[src/rtl/cache_mem_arbiter.sv]
// cache_mem_arbiter: shares one burst memory bus between the I-cache and
// the D-cache, holding each grant for the whole burst.
//
// Ports:
//   clk, res                  clock, synchronous active-high reset
//   p0_* / p1_*               cache ports: addr, dataOut, re, we in;
//                             dataIn, ready, grant out
//   mem_addr, mem_dataOut     bus address/write data from the owner
//   mem_re, mem_we            bus strobes from the owner; 0 with no owner
//   mem_dataIn, mem_ready     bus read data and beat completion
//
// Parameters: TAG (debug prefix), IDLE_RELEASE (idle cycles before the
// grant is dropped, 1..15).
// Optional feature: define ARB_ROUND_ROBIN_EN to alternate tie winners;
// otherwise port 1 always wins a tie.

module cache_mem_arbiter #(
    parameter logic [47:0] TAG          = "memArb",
    parameter int          IDLE_RELEASE = 1
) (
    input  logic        clk,
    input  logic        res,
    input  logic [31:0] p0_addr,
    input  logic [31:0] p0_dataOut,
    input  logic        p0_re,
    input  logic        p0_we,
    input  logic [31:0] p1_addr,
    input  logic [31:0] p1_dataOut,
    input  logic        p1_re,
    input  logic        p1_we,
    output logic [31:0] p0_dataIn,
    output logic [31:0] p1_dataIn,
    output logic        p0_ready,
    output logic        p1_ready,
    output logic        p0_grant,
    output logic        p1_grant,
    output logic [31:0] mem_addr,
    output logic [31:0] mem_dataOut,
    output logic        mem_re,
    output logic        mem_we,
    input  logic [31:0] mem_dataIn,
    input  logic        mem_ready
);

    typedef enum logic [1:0] {
        S_IDLE,
        S_OWN0,
        S_OWN1
    } state_t;

    localparam logic [3:0] REL = 4'(IDLE_RELEASE);

    state_t     state, state_nx;
    logic       last_owner, last_owner_nx;
    logic [3:0] idle_cnt, idle_cnt_nx;
    logic       req0, req1;

    // The tag only labels debug output; nothing in hardware consumes it.
    logic unused_tag;
    assign unused_tag = ^TAG;

    assign req0 = p0_re | p0_we;
    assign req1 = p1_re | p1_we;

    always_ff @(posedge clk) begin
        if (res) begin
            state      <= S_IDLE;
            last_owner <= 1'b1;
            idle_cnt   <= 4'd0;
        end else begin
            state      <= state_nx;
            last_owner <= last_owner_nx;
            idle_cnt   <= idle_cnt_nx;
        end
    end

    always_comb begin
        state_nx      = state;
        last_owner_nx = last_owner;
        idle_cnt_nx   = idle_cnt;
        case (state)
            S_IDLE: begin
                idle_cnt_nx = 4'd0;
                if (req0 && req1) begin
`ifdef ARB_ROUND_ROBIN_EN
                    state_nx = last_owner ? S_OWN0 : S_OWN1;
`else
                    state_nx = S_OWN1;
`endif
                end else if (req0) begin
                    state_nx = S_OWN0;
                end else if (req1) begin
                    state_nx = S_OWN1;
                end
            end
            S_OWN0: begin
                if (req0) begin
                    idle_cnt_nx = 4'd0;
                end else if (idle_cnt + 4'd1 >= REL) begin
                    state_nx      = S_IDLE;
                    last_owner_nx = 1'b0;
                    idle_cnt_nx   = 4'd0;
                end else begin
                    idle_cnt_nx = idle_cnt + 4'd1;
                end
            end
            S_OWN1: begin
                if (req1) begin
                    idle_cnt_nx = 4'd0;
                end else if (idle_cnt + 4'd1 >= REL) begin
                    state_nx      = S_IDLE;
                    last_owner_nx = 1'b1;
                    idle_cnt_nx   = 4'd0;
                end else begin
                    idle_cnt_nx = idle_cnt + 4'd1;
                end
            end
            default: begin
                state_nx    = S_IDLE;
                idle_cnt_nx = 4'd0;
            end
        endcase
    end

    assign p0_grant  = (state == S_OWN0);
    assign p1_grant  = (state == S_OWN1);
    assign p0_dataIn = mem_dataIn;
    assign p1_dataIn = mem_dataIn;

    // Bus mux is driven from the registered owner only; reset silences it
    // immediately so an abandoned burst never issues another strobe.
    always_comb begin
        mem_addr    = 32'd0;
        mem_dataOut = 32'd0;
        mem_re      = 1'b0;
        mem_we      = 1'b0;
        p0_ready    = 1'b0;
        p1_ready    = 1'b0;
        if (!res) begin
            if (state == S_OWN0) begin
                mem_addr    = p0_addr;
                mem_dataOut = p0_dataOut;
                mem_we      = p0_we;
                mem_re      = p0_re & ~p0_we;
                p0_ready    = mem_ready;
            end else if (state == S_OWN1) begin
                mem_addr    = p1_addr;
                mem_dataOut = p1_dataOut;
                mem_we      = p1_we;
                mem_re      = p1_re & ~p1_we;
                p1_ready    = mem_ready;
            end
        end
    end

endmodule

[config.mk]
export PLATFORM = sky130hd
export DESIGN_NAME = cache_mem_arbiter
export DESIGN_NICKNAME = d
export VERILOG_FILES = /design/src/rtl/cache_mem_arbiter.sv
export SDC_FILE = /design/constraint.sdc
export NUM_CORES = 1
export LEC_CHECK = 0
export ABC_AREA = 1
export ABC_CLOCK_PERIOD_IN_PS = 3320
export BUFFER_PORTS_ARGS = -buffer_cell sky130_fd_sc_hd__buf_2
export CORE_AREA = 2 2 116 118
export CTS_CLUSTER_DIAMETER = 30
export DETAILED_ROUTE_END_ITERATION = 8
export DIE_AREA = 0 0 118 120
export PLACE_DENSITY = 0.49
export REMOVE_ABC_BUFFERS = 1
export SYNTH_ARGS = -nofsm -noshare
export SYNTH_HDL_FRONTEND = slang
export SYNTH_SLANG_ARGS = --single-unit
[constraint.sdc]
create_clock -name clk -period 3.32 [get_ports clk]
set_input_delay 0.664 -clock clk [delete_from_list [all_inputs] [get_ports clk]]
set_output_delay 0.664 -clock clk [all_outputs]
set_load 0.02 [all_outputs]
==> flow_summary_export.csv <==
group,metric,value,unit
drt,viasPerCell,3.70,
die,fp.dieW,118,um
timing,worst_slack,623,ps
pwr,ir_worst_vdd,0.000375,V
die,start_util,0.144,
global_routing,antenna_found_initial,4,
cts,cts_root_buf,"clkbuf_16",
global_routing,track_usage,0.163,
placement,dp.final_hpwl,11.2,mm
timing,hold_viol,0,
outcome,status,"finished clean",
global_routing,grt_max_degree,34,
cts,cts_made_buffers,3,
drt,dr.max_layer_used,"met5",
critical_path,start_kind,"register",
cts,clkLatencyLatePin,220,ps
critical_path,cp_max_fo,33,
layout,layout-area-overhead-vs-synth,41.2,%
global_routing,grt_pass1_vias,2163,
layout,layout_common_cells,"buf_2, nand2_1, inv_1",
timing,post-route-min-period,2700,ps
placement,dp_slack,657,ps
yosys,synth_cells,337,
drt,dr.pass1.iters,4,
timing,worst_hold_slack,497,ps
drt,drt_wl_total,12.4,mm
critical_path,cp_data_arrival_time,2030,ps
yosys,synth-seq-cells,6,
hold_path,min_path_type,"reg2reg",
placement,place_congestion,0.922,
critical_path,cp-end-kind,"primary output",
drt,antenna_left,0,
job,drv_cap,0,
drt,drc,0,
die,dieArea,14200,um^2
layout,drive_gt1_frac,0.480,
timing,tns,0,ps
yosys,netlist-cell-type-count,24,
die,num_rows,42,
yosys,syn_avg_cell_area,5.55,um^2
drt,wl_per_cell,19.0,um
cts,cts.sinks,6,
cts,clkSlewWorstSetupHoldPaths,30,ps
drt,drt_iter0_drc,88,
cts,htree_levels,1,
global_routing,grt_pass1_wl,16.2,mm
layout,layout.cells.non_filler,650,
critical_path,crit_chain,"inv_1 > ha_1 > nand3b_4 > buf_4 > o21ai_0 > buf_2",
timing,worst_clock_skew,0.638,ps
drt,vias,2404,
timing,rsz0062_at_grt,"no",
placement,io_buffers,204,
die,pin_count,301,
drt,met1_length,4.06,mm
die,core,13000,um^2
layout,mostFrequentLayoutCell,"buf_2",
cts,cts_hold_buf,0,
timing,setup_viol,0,
pwr,power_density,434,nW/um^2
cts,cts_tree,"built",
yosys,ys_warn_count,0,
global_routing,overflow,0,
yosys,synthFlopType,"dfxtp_1",
drt,wl_met2,5.45,mm
layout,nNetsFinal,645,
die,die_h,120,um
drt,wl_met3,2.68,mm
yosys,synth_seq_area_share,0.0643,
yosys,synth_edf_count,0,
cts,clk_path_buf_depth,2,
placement,place_inst,644,
cts,post-cts-setup-buffers,0,
timing,slew_viol_final,0,
yosys,ys_async_sr_fraction,0,
critical_path,crit_required,2660,ps
critical_path,crit_path_top_delay_cell,"nand3b_4",
timing,period_share,0.812,
yosys,netlist_area,1870,um^2
timing,fmax,0.371,GHz
critical_path,critPathMaxStageDelay,410,ps
pwr,leakage,1.70,nW
cts,post_cts_resized,0,
critical_path,crit_type,"reg2out",
-- cells in the mapped netlist (2+ instances only) --
| cell | instances | share of area |
|---|---|---|
| nor2_2 | 2 | 0.0067 |
| nand2_1 | 75 | 0.15 |
| inv_2 | 4 | 0.0080 |
| dfxtp_1 | 6 | 0.064 |
| buf_2 | 3 | 0.0080 |
| o21ai_0 | 34 | 0.091 |
| nand2_2 | 4 | 0.013 |
| buf_4 | 65 | 0.26 |
| nand3_1 | 4 | 0.011 |
| a21oi_2 | 2 | 0.0094 |
| clkbuf_1 | 2 | 0.0040 |
| inv_1 | 74 | 0.15 |
| o21ai_1 | 30 | 0.080 |
| ha_1 | 5 | 0.033 |
| buf_6 | 8 | 0.048 |
| nor2_1 | 11 | 0.022 |
-- kinds of logic after synthesis --
group,Yosys count,synth area share
AO/OA/AOI/OAI,70,0.195
adder cells (fa/ha/maj),5,0.0335
buffers and inverters,156,0.478
flip-flops,6,0.0643
other,1,0.00201
AND/OR/NAND/NOR,99,0.228
-- state kept, by name, summed over array words and instances, names as in the netlist --
| name | flops |
|---|---|
| idle_cnt | 4 |
| state | 2 |
-- path summary, 6_finish.rpt --
path	start	endpoint	slack (ps)	depth (start not counted)
worst min register to register	idle_cnt[2]	idle_cnt[0]	500	2
worst max register to register	state[1]	idle_cnt[1]	1680	7
worst min-delay path	idle_cnt[2]	idle_cnt[0]	500	2
worst max-delay path	state[1]	mem_dataOut[7]	620	6
-- metal layers --
layer / vias up / GRT usage
li1: 1209 / -
met1: 969 / 0.153
met2: 214 / 0.254
met3: 8 / 0.168
met4: 4 / 0.0166
met5: - / 0.0551
-- worst max-delay path: cells and delay by family, from the launching register on --
kind,cells,cell delay [ps]
buffers and inverters,3,630
AO/OA/AOI/OAI,1,180
AND/OR/NAND/NOR,1,410
adder cells (fa/ha/maj),1,230
flip-flops,1,320
-- layout make-up --
| class | instances | area, um^2 |
|---|---|---|
| inverters | 78 | 293 |
| multi-input cells | 176 | 860 |
| fillers | 1515 | 10300 |
| clock buffers | 3 | 75.1 |
| diodes | 3 | 7.51 |
| well taps | 176 | 220 |
| repair buffers | 208 | 1060 |
| flip-flops and latches | 6 | 120 |
-- report_power, final --
group          internal (mW)  switching (mW)  leakage, nW
Clock                  0.154          0.0369       0.0370
Combinational          0.298           0.566         1.61
Sequential            0.0840         0.00621       0.0495
Total                  0.536           0.609         1.70
-- through the flow --
step	total power, mW	utilization	area [um^2]
2_1_floorplan	0.616	-	1270
3_3_place_gp	0.967	0.197	2560
3_5_place_dp	0.964	0.197	2560
4_1_cts	1.16	0.203	2630
5_1_grt	1.24	0.203	2630
6_report	1.14	0.203	2640
Note: power is estimated with default switching activity, not from simulation.
